`config.mk`:
```
export PLATFORM = sky130hd
export DESIGN_NAME = bin_attr_lookup
export DESIGN_NICKNAME = d
export VERILOG_FILES = /design/src/rtl/bin_attr_lookup.sv
export SDC_FILE = /design/constraint.sdc
export NUM_CORES = 1
export LEC_CHECK = 0
export ABC_AREA = 1
export BUFFER_PORTS_ARGS = -buffer_cell sky130_fd_sc_hd__buf_2
export CORE_ASPECT_RATIO = 1.5
export CORE_MARGIN = 2
export CORE_UTILIZATION = 45
export CTS_CLUSTER_DIAMETER = 60
export CTS_CLUSTER_SIZE = 24
export DETAILED_ROUTE_END_ITERATION = 8
export HOLD_SLACK_MARGIN = 0.1
export PLACE_DENSITY_LB_ADDON = 0.15
export SLEW_MARGIN = 20
export SYNTH_ARGS = -nofsm -noshare
export SYNTH_HDL_FRONTEND = slang
export SYNTH_SLANG_ARGS = --single-unit
export TNS_END_PERCENT = 100
```
`constraint.sdc`:
```
create_clock -name CLOCK_50 -period 5.3 [get_ports CLOCK_50]
set_input_delay 0.265 -clock CLOCK_50 [delete_from_list [all_inputs] [get_ports CLOCK_50]]
set_output_delay 0.265 -clock CLOCK_50 [all_outputs]
set_load 0.005 [all_outputs]
```
`src/rtl/bin_attr_lookup.sv`:
```
// bin_attr_lookup: two-level BIN attribute lookup (index ROM -> class ROM -> name).
// Pipelined, tagged, in-order, with a credit-controlled output FIFO.
// Optional build macro: LOOKUP_RANGE_CHECK_EN turns on the index range check,
// which forces a miss (and raises rsp_oob) for indices >= ENTRY_COUNT.
// ROM contents come from the INDEX_MIF / NAME_MIF init files and are never reset.
`timescale 1ns/1ps
module bin_attr_lookup #(
    parameter int ENTRY_COUNT = 2638,
    parameter int ADDR_W = 12,
    parameter int CLASS_COUNT = 2,
    parameter int CLASS_W = 1,
    parameter int NAME_W = 30,
    parameter logic [NAME_W-1:0] NOT_FOUND_NAME = 30'b011100111101110001010000000000,
    parameter int TAG_W = 4,
    parameter int FIFO_DEPTH = 4,
    parameter INDEX_MIF = "./bindb/card_type_indices.mif",
    parameter NAME_MIF = "./bindb/card_type.mif"
) (
    input  logic              CLOCK_50,
    input  logic              resetn,
    input  logic              req_valid,
    output logic              req_ready,
    input  logic              req_found,
    input  logic [ADDR_W-1:0] req_index,
    input  logic [TAG_W-1:0]  req_tag,
    output logic              rsp_valid,
    input  logic              rsp_ready,
    output logic [NAME_W-1:0] rsp_name,
    output logic              rsp_found,
    output logic [TAG_W-1:0]  rsp_tag,
    output logic              rsp_oob
);

    localparam int PTR_W = (FIFO_DEPTH > 1) ? $clog2(FIFO_DEPTH) : 1;
    localparam int CNT_W = $clog2(FIFO_DEPTH + 1);
    localparam int SUM_W = CNT_W + 1;
    localparam logic [PTR_W-1:0] LAST_PTR = PTR_W'(FIFO_DEPTH - 1);
    localparam logic [CNT_W-1:0] DEPTH_C  = CNT_W'(FIFO_DEPTH);

    typedef struct packed {
        logic [NAME_W-1:0] name;
        logic              found;
        logic [TAG_W-1:0]  tag;
        logic              oob;
    } rsp_t;

    (* ram_init_file = INDEX_MIF *) logic [CLASS_W-1:0] index_rom [0:ENTRY_COUNT-1];
    (* ram_init_file = NAME_MIF *)  logic [NAME_W-1:0]  name_rom  [0:CLASS_COUNT-1];

    logic               v1, v2;
    logic [CLASS_W-1:0] class_q;
    logic               found1, oob1, found2, oob2;
    logic [TAG_W-1:0]   tag1, tag2;
    logic [NAME_W-1:0]  name2;

    rsp_t               fifo_mem [FIFO_DEPTH];
    logic [PTR_W-1:0]   wr_ptr, rd_ptr;
    logic [CNT_W-1:0]   count, count_n;
    logic [SUM_W-1:0]   credit_n;
    logic               rdy_q, rdy_n;

    logic               accept, push, pop, wr_en;
    logic               s1_found, s1_oob;
    logic [ADDR_W-1:0]  rom_addr;
    rsp_t               push_word, head;

`ifdef LOOKUP_RANGE_CHECK_EN
    localparam logic [ADDR_W:0] ENTRY_LIM = (ADDR_W + 1)'(ENTRY_COUNT);
    // Out-of-range indices read a harmless address and are reported as misses
    assign s1_oob   = ({1'b0, req_index} >= ENTRY_LIM);
    assign rom_addr = s1_oob ? '0 : req_index;
    assign s1_found = req_found & ~s1_oob;
`else
    assign s1_oob   = 1'b0;
    assign rom_addr = req_index;
    assign s1_found = req_found;
`endif

    assign accept    = req_valid & rdy_q;
    assign push      = v2;
    assign rsp_valid = (count != '0);
    assign pop       = rsp_valid & rsp_ready;
    // A push into a full FIFO is only legal together with a pop of the same slot
    assign wr_en     = push & ((count != DEPTH_C) | pop);
    assign req_ready = rdy_q;

    assign push_word.name  = found2 ? name2 : NOT_FOUND_NAME;
    assign push_word.found = found2;
    assign push_word.tag   = tag2;
    assign push_word.oob   = oob2;

    assign head      = fifo_mem[rd_ptr];
    assign rsp_name  = rsp_valid ? head.name  : '0;
    assign rsp_found = rsp_valid ? head.found : 1'b0;
    assign rsp_tag   = rsp_valid ? head.tag   : '0;
    assign rsp_oob   = rsp_valid ? head.oob   : 1'b0;

    function automatic logic [PTR_W-1:0] ptr_inc(input logic [PTR_W-1:0] p);
        return (p == LAST_PTR) ? '0 : p + 1'b1;
    endfunction

    // Next FIFO occupancy and next credit: ready is registered so it never
    // depends combinationally on req_valid or rsp_ready
    always_comb begin
        count_n = count;
        if (wr_en && !pop)
            count_n = count + 1'b1;
        else if (!wr_en && pop)
            count_n = count - 1'b1;
        credit_n = SUM_W'(count_n) + SUM_W'(accept) + SUM_W'(v1);
        rdy_n    = (credit_n < SUM_W'(FIFO_DEPTH));
    end

    // ROM read data and FIFO storage carry no reset (block-RAM friendly)
    always_ff @(posedge CLOCK_50) begin
        if (accept)
            class_q <= index_rom[rom_addr];
        if (v1)
            name2 <= name_rom[class_q];
        if (wr_en)
            fifo_mem[wr_ptr] <= push_word;
    end

    // Pipeline valids, sideband, FIFO pointers and credit state
    always_ff @(posedge CLOCK_50 or negedge resetn) begin
        if (!resetn) begin
            v1     <= 1'b0;
            v2     <= 1'b0;
            found1 <= 1'b0;
            oob1   <= 1'b0;
            tag1   <= '0;
            found2 <= 1'b0;
            oob2   <= 1'b0;
            tag2   <= '0;
            wr_ptr <= '0;
            rd_ptr <= '0;
            count  <= '0;
            rdy_q  <= 1'b0;
        end else begin
            v1 <= accept;
            if (accept) begin
                found1 <= s1_found;
                oob1   <= s1_oob;
                tag1   <= req_tag;
            end
            v2 <= v1;
            if (v1) begin
                found2 <= found1;
                oob2   <= oob1;
                tag2   <= tag1;
            end
            if (wr_en)
                wr_ptr <= ptr_inc(wr_ptr);
            if (pop)
                rd_ptr <= ptr_inc(rd_ptr);
            count <= count_n;
            rdy_q <= rdy_n;
        end
    end

endmodule
```
Word-level counts from Yosys, hierarchy flattened. Memory sizes are Yosys's and may differ from the RTL's. Index checks and enable logic that the tools add are counted.

ROM bits: 0. Memory bits (writable): 140. Bits in latches: 0. Register bits after elaboration: 50. Memories kept: 1. Word-level logic and storage cells: 42.

Shift-type cells: 0. $lt $le $gt $ge: 1. Multiplexer cells: 11. Add/subtract/negate cells: 6. Div/mod/pow operators: 0. Equality and inequality tests: 3. Reduce and logical (&&, ||, !) cells: 5. Bitwise logic cells: 4. $mul: 0.

Memory list: fifo_mem (words 4, width 35, read ports 1, clocked after memory_dff 0, write ports 1, RTL line 56) `rsp_t fifo_mem [FIFO_DEPTH];`.

Operator list (number): 30-bit 2-to-1 mux (2); 3-bit 2-to-1 mux (2); 2-bit by 1-bit adder with 2-bit output, second input constant (2); 3-bit by 1-bit adder with 4-bit output (1); 4-bit by 1-bit adder with 4-bit output (1); 2-bit == test, second input constant (2); 4-bit by 3-bit < comparator with 1-bit output, second input constant (1); 1-bit 2-to-1 mux (4); 2-bit 2-to-1 mux (2); 4-bit 2-to-1 mux (1); 3-bit by 1-bit adder with 3-bit output, second input constant (1); 1-bit bitwise AND (3); 3-bit != test, second input constant (1); 3-bit nonzero test (1); 3-bit by 1-bit subtractor with 3-bit output, second input constant (1); 1-bit logical AND (2); 1-bit logical NOT (2); 1-bit bitwise OR (1).

Depth between registers and ports, before layout. Gate-level depths: netlist of the first run.

Depth in word-level cells: 11. Mapped depth: 10. Gate-level depth less buffers: 10.

Least setup slack after synthesis of the first run. Ideal clock, no wire load.

Path kind: flip-flop to flip-flop. Start point: reg count[0]. End point: reg rdy_q (netlist: req_ready). Setup time: 0.073 ns. Stages on the path, launching flop included: 11. Path slack: 3.478 ns. Arrival time: 1.749 ns. Cell sequence: dfrtp_1 -> inv_1 -> ha_1 -> nand2_4 -> nand2_2 -> nand3_2 -> nand2_1 -> xor2_1 -> ha_1 -> a21o_1 -> a21oi_2.

Cells in the longest elaborated chain, start to end: 11. Elaborated cells between the ends (all ways): 16. Classes of those cells: add/sub: 4; order compare: 1; eq/ne: 1; mux: 2; bitwise: 3; reduce/logical: 5.

RTL lines: start: declaration (RTL line 58) `logic [CNT_W-1:0] count, count_n;`; start signal: assignment (RTL line 156) `count <= count_n;`; 3-bit nonzero test (*) (RTL line 81) `assign rsp_valid = (count != '0);`; named net rsp_valid (RTL line 26) `output logic rsp_valid,`; 1-bit bitwise AND (*) (RTL line 82) `assign pop = rsp_valid & rsp_ready;`; 1-bit bitwise OR (RTL line 84) `assign wr_en = push & ((count != DEPTH_C) | pop);`; 1-bit bitwise AND (RTL line 84); 1-bit logical NOT (RTL line 108) `else if (!wr_en && pop)`; 1-bit logical AND (RTL line 108); 3-bit 2-to-1 mux (RTL line 108); 3-bit 2-to-1 mux (*) (RTL line 106) `if (wr_en && !pop)`; named net count_n[0] (RTL line 58); 3-bit by 1-bit adder with 4-bit output (*) (RTL line 110) `credit_n = SUM_W'(count_n) + SUM_W'(accept) + SUM_W'(v1);`; 4-bit by 1-bit adder with 4-bit output (*) (RTL line 110); 4-bit by 3-bit < comparator with 1-bit output (*) (RTL line 111) `rdy_n = (credit_n < SUM_W'(FIFO_DEPTH));`; named net rdy_n (RTL line 60) `logic rdy_q, rdy_n;`; end signal: assignment (RTL line 157) `rdy_q <= rdy_n;`; end: declaration (RTL line 60).

Mark *: on every way through the listed nets, which the timed path passes. The rest lies on a longest branch. A chain may end at the register's enable or synchronous reset.

Worst setup path in the final report of the first run.
Start point: reg count[0]. End point: reg rdy_q (netlist: req_ready).

Cells in the longest elaborated chain, start to end: 11. Elaborated cells between the ends (all ways): 16. Classes of those cells: add/sub: 4; order compare: 1; eq/ne: 1; mux: 2; bitwise: 3; reduce/logical: 5.

RTL lines (RTL line): 3-bit nonzero test (81); 1-bit bitwise AND (82); 1-bit bitwise OR (84); 1-bit bitwise AND (84); 1-bit logical NOT (108); 1-bit logical AND (108); 3-bit 2-to-1 mux (108); 3-bit 2-to-1 mux (*) (106); named net count_n[0] (58); 3-bit by 1-bit adder with 4-bit output (*) (110); 4-bit by 1-bit adder with 4-bit output (*) (110); 4-bit by 3-bit < comparator with 1-bit output (*) (111); named net rdy_n (60).

Marked as above.

==> impl_results.md, run 1 <==
- Worst VDD drop: 302 uV
- Final ANT Viol Nets: 0
- P_leak: 1.01 nW
- Sinks on Clock Net: 40
- Commonest non-fill, non-tap cells in the layout: buf_2, nor2_1, nand2_1
- Final Wtd Congestion: 0.739
- M1 GR Usage: 13.6%
- All-Layer GR Usage: 13.1%
- Drt wl/cell: 11.4 microns
- Slew Limit Headroom: 66.1%
- CP required: 5.52 ns
- Initial antenna violation count: 0
- Critical Path End Type: flip-flop
- CP max FO: 17
- FMAX: 495 MHz
- FP Rows: 29
- Top Ports: 59
- Share of layout cells above drive strength 1: 23.6%
- Initial core utilization: 47.1%
- Pwr Total: 0.00115 W
- WHS: 0.173 ns
- Vias in the first global route: 1141
- Area share of the largest cell type after synthesis: 30.1%
- H-tree levels: 2
- Worst Hold Class: in2reg
- Worst Setup Start Kind: flip-flop
- Post-synthesis sequential area ratio: 55.1%
- Slew @ Worst Pin: 0.507 ns
- Worst Skew: 0.00326 ns
- Max_cap viols: 0
- CTS buffer count: 5
- Mapped Area: 2000 sq um
- GR Layer Usage met3: 3.77%
- Largest cells by area after synthesis: edfxtp_1, dfrtp_1, buf_4
- Status: completed
- Data arrival, critical path: 2.24 ns
- Pin count of the biggest net entering global routing: 21
- Grt met2 use: 23.5%
- Most common cell after layout, fill and taps aside: buf_2
- Clock buffer depth: 2
- PwrDens: 537 nW/um^2
- GRT overflow: 0
- Worst-skew pair later-pin latency: 0.28 ns
- Mapped Cells: 191
- Min Tclk post-route: 2.02 ns
- Post-CTS Resized: 0
- Final HPWL DP: 2.33 mm
- Slew Viols, Final: 0
- Chip height: 85.6 microns
- Die Area: 5000 sq um
- Yosys cell types: 25
- Drt initial violations: 52
- Hold Fails Final Rpt: 0
- Pre-CTS worst setup slack: 3.28 ns
- Drt via density: 4.65
- DRC: 0
- Final setup vio count: 0
- Final setup margin: 3.28 ns
- ANT cells: 0
- Inst Count DP: 249
- Grt peak-use layer: met2
- Mean Syn Cell Area: 10.5 sq um
- Root buf cell: clkbuf_8
- Non-Filler Instances: 258
- Post-route setup TNS: 0 ns
- RSZ-0062 raised after global routing: no
- Port bufs: 27
- Wire length of the first global-routing pass: 4.97 mm
- Detailed-router iteration count before antenna repair: 4
- Clock tree from TritonCTS: done
- Yosys warns: 0
- Yosys reg bits: 40
- Post-layout net count: 241
- Layout area overhead: 6.83%
- Total wire length: 2.94 mm
- Core area: 4250 sq um
- Period utilisation layout: 38.1%
- Area leader, netlist: edfxtp_1
- Critical path class: reg2reg
- Clk pin slew, worst setup/hold paths: 0.07 ns
- Die Width: 58.4 microns
- Vias post-DR: 1199
-- sequential cells by signal (all words and copies together), names as in the netlist, 2 cells and up --
name and flops:
wr_ptr 2, fifo_mem 20, tag2 4, tag1 4, rd_ptr 2, count 3
-- layout make-up --
class                      count  area, sq um
fill                         397         2110
sequential                    40         1100
multi-input combinational    119          659
timing repair buffer          28          145
clock buffer                   6         72.6
inverter                      17         63.8
tap                           46         57.6
clock inverter                 2         35.0
-- synth_stat cells, drive strengths merged --
cell,n
clkbuf,1
edfxtp,20
inv,16
mux2,5
nand3,4
a21oi,9
nand2,29
nor2,26
ha,9
o21ai,13
nand4,1
xnor2,1
dfrtp,20
clkinv,1
xor2,2
a21o,1
buf,32
conb,1
-- where the power goes --
part           internal, W  leakage [nW]  switching [W]
clock network     0.000139        0.0552      0.0000918
logic             0.000172         0.529       0.000224
registers         0.000438         0.427      0.0000820
total             0.000750          1.01       0.000398
-- per-layer routing --
metal,wire [microns],vias up
met5,0,-
met4,83,0
met3,162,10
met2,1610,32
met1,1080,552
li1,-,605
-- cells by family (layout without fill, tap and decap cells) --
logic type,after synthesis,after routing,share of synthesized area (%)
flip-flops,40,40,55.1
AND/OR/NAND/NOR,60,60,13.0
multiplexers,5,5,2.82
AO/OA/AOI/OAI,23,23,6.64
buffers and inverters,50,53,15.3
other,1,19,0.188
adder cells (fa/ha/maj),9,9,5.64
XOR/XNOR,3,3,1.32
-- timing repair --
action	in CTS	in global routing
buffers inserted	0	0
hold endpoints to repair	20	0
hold buffers	1	0
setup endpoints to repair	0	0
-- critical path: stages (launching register included) --
cell and delay (ns):
dfrtp_1 0.41, inv_1 0.09, ha_1 0.22, nand2_4 0.13, nand2_2 0.10, nand3_2 0.11
nand2_1 0.12, xor2_1 0.21, ha_1 0.26, a21o_1 0.19, a21oi_2 0.13
-- path summary, 6_finish.rpt --
| check | start | endpoint | slack (ns) | depth (start not counted) |
|---|---|---|---|---|
| hold reg to reg | tag1[3]$_DFFE_PN0P_ | tag1[3]$_DFFE_PN0P_ | 0.48 | 2 |
| hold / removal | req_tag[1] | tag1[1]$_DFFE_PN0P_ | 0.17 | 3 |
| setup reg to reg | count[0]$_DFF_PN0_ | req_ready$_DFF_PN0_ | 3.28 | 10 |
| min in group asynchronous | resetn | rd_ptr[1]$_DFFE_PN0N_ | 0.46 | 2 |
| setup / recovery | count[0]$_DFF_PN0_ | req_ready$_DFF_PN0_ | 3.28 | 10 |
| max in group asynchronous | resetn | tag2[1]$_DFFE_PN0P_ | 4.53 | 2 |
-- stage by stage --
step / utilization [%] / instance area (sq um)
after global placement: 47.5 / 2020
after global routing: 50.3 / 2130
after detailed placement: 47.5 / 2020
final: 50.3 / 2130
after CTS: 50.3 / 2130
after floorplan: - / 2070
Power figures use the tool's default switching activity.
==> run 2, diff against run 1 <==
==> constraint.sdc (replaced) <==
create_clock -name CLOCK_50 -period 1.7 [get_ports CLOCK_50]
set_input_delay 0.085 -clock CLOCK_50 [delete_from_list [all_inputs] [get_ports CLOCK_50]]
set_output_delay 0.085 -clock CLOCK_50 [all_outputs]
set_load 0.005 [all_outputs]
==> run 2 against run 1 <==
Fmax up 22%. Hold slack lost 0.0059 ns. Flip-flop and latch count is the same. Register-to-register slack got worse by 3.2 ns. Via count increased by 6.2%. Total power rose to 3.3 times the previous value. Global-route usage rose by 1.3 points. Worst setup slack got worse by 3.2 ns. Sequential share of layout area shrank 4.8 points. Count of clock-buffer cells in the layout unchanged. Utilization increased by 5.3 points. Cell count is 9.3% higher. Largest cell class unchanged. Highest routed layer unchanged.
==> impl_results.md, run 2 (same netlist as run 1, synthesis figures left out) <==
- Status: completed
- All-Layer GR Usage: 14.5%
- Critical Path End Type: flip-flop
- Sinks on Clock Net: 40
- Pre-CTS worst setup slack: -0.108 ns
- Core area: 4250 sq um
- Vias post-DR: 1273
- Post-layout net count: 265
- DRC: 0
- Worst Setup Start Kind: flip-flop
- Chip height: 85.6 microns
- Worst VDD drop: 1040 uV
- Final Wtd Congestion: 0.737
- Worst R2R End: req_ready$_DFF_PN0_
- Port bufs: 27
- Drt wl/cell: 11.1 microns
- H-tree levels: 2
- Worst Hold Class: in2reg
- Vias in the first global route: 1251
- Min Tclk post-route: 1.66 ns
- Share of layout cells above drive strength 1: 32.2%
- Clock buffer depth: 2
- CTS buffer count: 5
- Detailed-router iteration count before antenna repair: 4
- Pwr Total: 0.00384 W
- P_leak: 1.11 nW
- Clk pin slew, worst setup/hold paths: 0.08 ns
- Final HPWL DP: 2.44 mm
- Pin count of the biggest net entering global routing: 21
- Initial antenna violation count: 0
- Wire length of the first global-routing pass: 5.48 mm
- Worst Skew: 0.00493 ns
- Max_cap viols: 0
- Initial core utilization: 47.1%
- Critical Path Stages: 9
- Wl on met1: 1.21 mm
- CP required: 1.92 ns
- Drt via density: 4.51
- Max incr delay on CP: 0.39 ns
- RSZ-0062 raised after global routing: yes
- Clock tree from TritonCTS: done
- R2R Setup Slk: 0.04 ns
- Fill cells: 403
- GRT overflow: 0
- FF-to-FF Start: count[0]$_DFF_PN0_
- Commonest non-fill, non-tap cells in the layout: buf_2, nor2_1, nand2_1
- Critical path launch point: count[0]$_DFF_PN0_
- Cell with the largest stage delay on the worst path: dfrtp_1
- Layout area overhead: 18.0%
- Total wire length: 3.13 mm
- Drt initial violations: 45
- Largest register by flop count: fifo_mem
- Utilization after layout: 55.6%
- Top Ports: 59
- Post-route setup TNS: 0 ns
- CP Cell Sequence: inv_2 > ha_4 > nand2_1 > nand3_4 > nand2_4 > xor2_2 > ha_1 > a21o_1 > a21oi_2
- Final setup vio count: 0
- FP Rows: 29
- Final setup margin: 0.0410 ns
- Period utilisation layout: 97.6%
- PwrDens: 1630 nW/um^2
- Final instance area: 2360 sq um
- Hold Fails Final Rpt: 0
- Worst path top cell family by delay: adder cells
- Root buf cell: clkbuf_8
- ANT cells: 0
- Slew Viols, Final: 0
- Met3 wire len: 164 microns
- Data arrival, critical path: 1.88 ns
- Die Area: 5000 sq um
- DP Area: 2130 sq um
- DR WL met2: 1.73 mm
- WP buf/inv: 1
- Most common cell after layout, fill and taps aside: buf_2
- Critical path class: reg2reg
- Max FFs per register: 20
- Final ANT Viol Nets: 0
- Worst setup endpoint: req_ready$_DFF_PN0_
- R2R cell count: 9
- Worst-skew pair later-pin latency: 0.28 ns
- FMAX: 603 MHz
- Highest routed layer: met4
- CP max FO: 2
- Die Width: 58.4 microns
- Top Registers: fifo_mem (20), tag1 (4), tag2 (4)
==> run 2: cell count changes in the layout (fill, tap and decap cells not counted), moves of 2 or more <==
| cell | before | now |
|---|---|---|
| dlygate4sd3_1 | 1 | 6 |
| clkinvlp_4 | 0 | 2 |
| inv_1 | 14 | 12 |
| inv_2 | 2 | 4 |
| nand2_4 | 1 | 3 |
| buf_4 | 0 | 19 |
==> run 2: final cells by class <==
type | count | area [sq um] | share of cell area (%)
repair buffers | 52 | 338 | 14.3
well taps | 46 | 57.6 | 2.44
multi-input cells | 119 | 699 | 29.7
clock buffers | 6 | 82.6 | 3.50
clock inverters | 2 | 15.0 | 0.637
flip-flops and latches | 40 | 1100 | 46.7
inverters | 17 | 63.8 | 2.71
==> run 2: repair_timing <==
item / CTS / global route
setup endpoints to repair: 1 / 6
setup buffers: 3 / 1
endpoints found under the hold margin: 25 / 0
gates resized for setup: 5 / 4
hold buffers: 6 / 0
pin swaps: 1 / 6
==> run 2: power breakdown <==
part / switching [W] / internal (W)
combinational: 0.000785 / 0.000787
sequential: 0.000259 / 0.00137
clock: 0.000309 / 0.000328
==> run 2: worst register-to-register path: stages, from the launching register on <==
cell	delay (ns)
dfrtp_1	0.39
inv_2	0.08
ha_4	0.15
nand2_1	0.10
nand3_4	0.12
nand2_4	0.05
xor2_2	0.15
ha_1	0.27
a21o_1	0.17
a21oi_2	0.12
==> run 2: through the flow <==
stage	hold slack, ns	std cells
6_report	0.167	282
5_1_grt	0.193	282
4_1_cts	0.159	281
3_5_place_dp	0.0584	264
3_3_place_gp	0.0541	264
2_1_floorplan	-0.211	209
==> run 2: layer usage <==
metal / vias to the layer above / track usage [%]
met1: 581 / 15.7
met4: 0 / 5.71
met3: 2 / 3.92
met5: - / 0
met2: 36 / 25.9
li1: 654 / -
==> run 2: worst min path at each step <==
| stage | startpoint | endpoint | slack [ns] | depth (start not counted) |
|---|---|---|---|---|
| 2_1_floorplan | resetn | count[0]$_DFF_PN0_ | -0.21 | 0 |
| 3_3_place_gp | resetn | wr_ptr[0]$_DFFE_PN0P_ | 0.05 | 1 |
| 3_5_place_dp | resetn | rd_ptr[1]$_DFFE_PN0N_ | 0.06 | 1 |
| 4_1_cts | req_valid | found1$_DFFE_PN0P_ | 0.16 | 4 |
| 5_1_grt | req_valid | tag1[0]$_DFFE_PN0P_ | 0.19 | 4 |
| 6_report | req_valid | tag1[0]$_DFFE_PN0P_ | 0.17 | 4 |
==> run 3, diff against run 2 <==
--- a/config.mk
+++ b/config.mk
@@ -13,7 +13,7 @@
 export CTS_CLUSTER_DIAMETER = 60
 export CTS_CLUSTER_SIZE = 24
 export DETAILED_ROUTE_END_ITERATION = 8
-export HOLD_SLACK_MARGIN = 0.1
+export HOLD_SLACK_MARGIN = 0.03
 export PLACE_DENSITY_LB_ADDON = 0.15
 export SLEW_MARGIN = 20
 export SYNTH_ARGS = -nofsm -noshare
==> constraint.sdc (replaced) <==
create_clock -name CLOCK_50 -period 1.7 [get_ports CLOCK_50]
set_input_delay 0.34 -clock CLOCK_50 [delete_from_list [all_inputs] [get_ports CLOCK_50]]
set_output_delay 0.34 -clock CLOCK_50 [all_outputs]
set_load 0.005 [all_outputs]
==> run 3 against run 2 <==
The run now ends with setup timing left. Die area stayed put. Sequential share of layout area is 1.3 points lower. Clock skew hardly changed. Via count is 2.5% higher. Register-to-register slack worse by 0.07 ns. Combinational power is 21% higher. Cell count is 1.8% higher. Utilization is 1.7 points higher. Non-clock buffer count is 5 higher. Sequential power hardly changed. Largest cell class unchanged.
==> impl_results.md, run 3 (same netlist as run 1, synthesis figures left out) <==
- Min Tclk post-route: 1.74 ns
- Worst Hold Class: in2reg
- Share of layout cells above drive strength 1: 39.8%
- FMAX: 576 MHz
- Root buf cell: clkbuf_8
- CTS buffer count: 5
- Die Area: 5000 sq um
- Wire length of the first global-routing pass: 5.60 mm
- Status: finished with violations
- Drt via density: 4.55
- WHS: 0.250 ns
- Clock tree from TritonCTS: done
- Worst Setup Start Kind: flip-flop
- Critical path launch point: count[0]$_DFF_PN0_
- Most common cell after layout, fill and taps aside: buf_4
- Fill cells: 398
- Worst Skew: 0.00487 ns
- Final HPWL DP: 2.57 mm
- Critical Path End Type: primary output
- Port bufs: 27
- CP required: 1.36 ns
- Post-route setup TNS: -0.0786 ns
- Worst R2R End: req_ready$_DFF_PN0_
- Critical path class: reg2out
- Total wire length: 3.49 mm
- Drt initial violations: 27
- Largest register by flop count: fifo_mem
- Data arrival, critical path: 1.40 ns
- Drt wl/cell: 12.1 microns
- Initial antenna violation count: 0
- Top Registers: fifo_mem (20), tag1 (4), tag2 (4)
- Max FFs per register: 20
- All-Layer GR Usage: 14.8%
- Pin count of the biggest net entering global routing: 21
- Max_cap viols: 0
- Detailed-router iteration count before antenna repair: 4
- Layout area overhead: 21.5%
- Final Wtd Congestion: 0.792
- RSZ-0062 raised after global routing: yes
- Chip height: 85.6 microns
- DRC: 0
- Failing checks: setup timing
- P_leak: 1.15 nW
- Initial core utilization: 47.1%
- R2R Setup Slk: -0.03 ns
- Top Ports: 59
- Worst-skew pair later-pin latency: 0.28 ns
- Sinks on Clock Net: 40
- Period utilisation layout: 102%
- FP Rows: 29
- Core area: 4250 sq um
- Hold endpoint: found1$_DFFE_PN0P_
- Hold Fails Final Rpt: 0
- R2R cell count: 10
- Post-layout net count: 270
- Clk pin slew, worst setup/hold paths: 0.07 ns
- Slew Viols, Final: 0
- Clock buffer depth: 2
- Vias post-DR: 1305
- Worst VDD drop: 1230 uV
- FF-to-FF Start: count[0]$_DFF_PN0_
- ANT cells: 0
- Die Width: 58.4 microns
- Hold wc startpoint: req_found
- Final setup vio count: 5
- Commonest non-fill, non-tap cells in the layout: buf_4, buf_2, nand2_1
- CP max FO: 5
- PwrDens: 1750 nW/um^2
- Final setup margin: -0.0354 ns
- Final ANT Viol Nets: 0
- Vias in the first global route: 1246
- GRT overflow: 0
- WHS Path Cells: 3
- H-tree levels: 2
## run 3: through the flow
stage / total power, W / util, % / cells / instance area, sq um / setup WS, ns
floorplan: 0.00261 / - / 209 / 2070 / -0.0832
CTS: 0.00412 / 55.4 / 281 / 2350 / -0.0113
global route: 0.00459 / 57.2 / 287 / 2430 / -0.130
finish: 0.00424 / 57.2 / 287 / 2430 / -0.0354
detailed placement: 0.00316 / 50.7 / 265 / 2150 / -0.168
global placement: 0.00307 / 50.7 / 265 / 2150 / -0.0722
## run 3: repair_timing
item,in CTS,in global routing
pin swaps,2,5
setup endpoints to repair,6,6
gates resized for setup,11,14
hold buffers,1,0
setup buffers,7,6
endpoints found under the hold margin,20,0
cloned,0,0
## run 3: final cells by class
class / instances / area [sq um] / share of cell area, %
Clock inverter: 2 / 35.0 / 1.44
Multi-Input combinational cell: 119 / 716 / 29.5
Timing Repair Buffer: 57 / 375 / 15.5
Clock buffer: 6 / 72.6 / 2.99
Inverter: 17 / 68.8 / 2.83
Tap cell: 46 / 57.6 / 2.37
Sequential cell: 40 / 1100 / 45.4
## run 3: power by group
group / switching, W / internal, W / leakage (nW)
sequential: 0.000231 / 0.00137 / 0.425
clock: 0.000302 / 0.000435 / 0.0552
combinational: 0.000923 / 0.000978 / 0.671
total: 0.00146 / 0.00278 / 1.15
## run 3: critical path, stage by stage (launching register included)
cell     delay (ns)
dfrtp_1        0.37
inv_2          0.06
ha_4           0.17
nand2_4        0.08
buf_4          0.14
inv_6          0.04
a21oi_1        0.12
buf_2          0.13
## run 3: worst max-delay path by stage
stage	end	depth (start not counted)
5_1_grt	req_ready$_DFF_PN0_	10
4_1_cts	rsp_tag[1]	7
3_3_place_gp	req_ready$_DFF_PN0_	10
2_1_floorplan	req_ready$_DFF_PN0_	10
6_report	rsp_tag[1]	7
3_5_place_dp	req_ready$_DFF_PN0_	10
## run 3: layer usage
metal / global-route usage (%) / vias to the layer above / part of all wire, %
met5: 0 / - / 0
met4: 6.13 / 0 / 1.2
met3: 3.77 / 4 / 3.6
met2: 26.0 / 31 / 57
met1: 16.5 / 605 / 38
li1: - / 665 / -
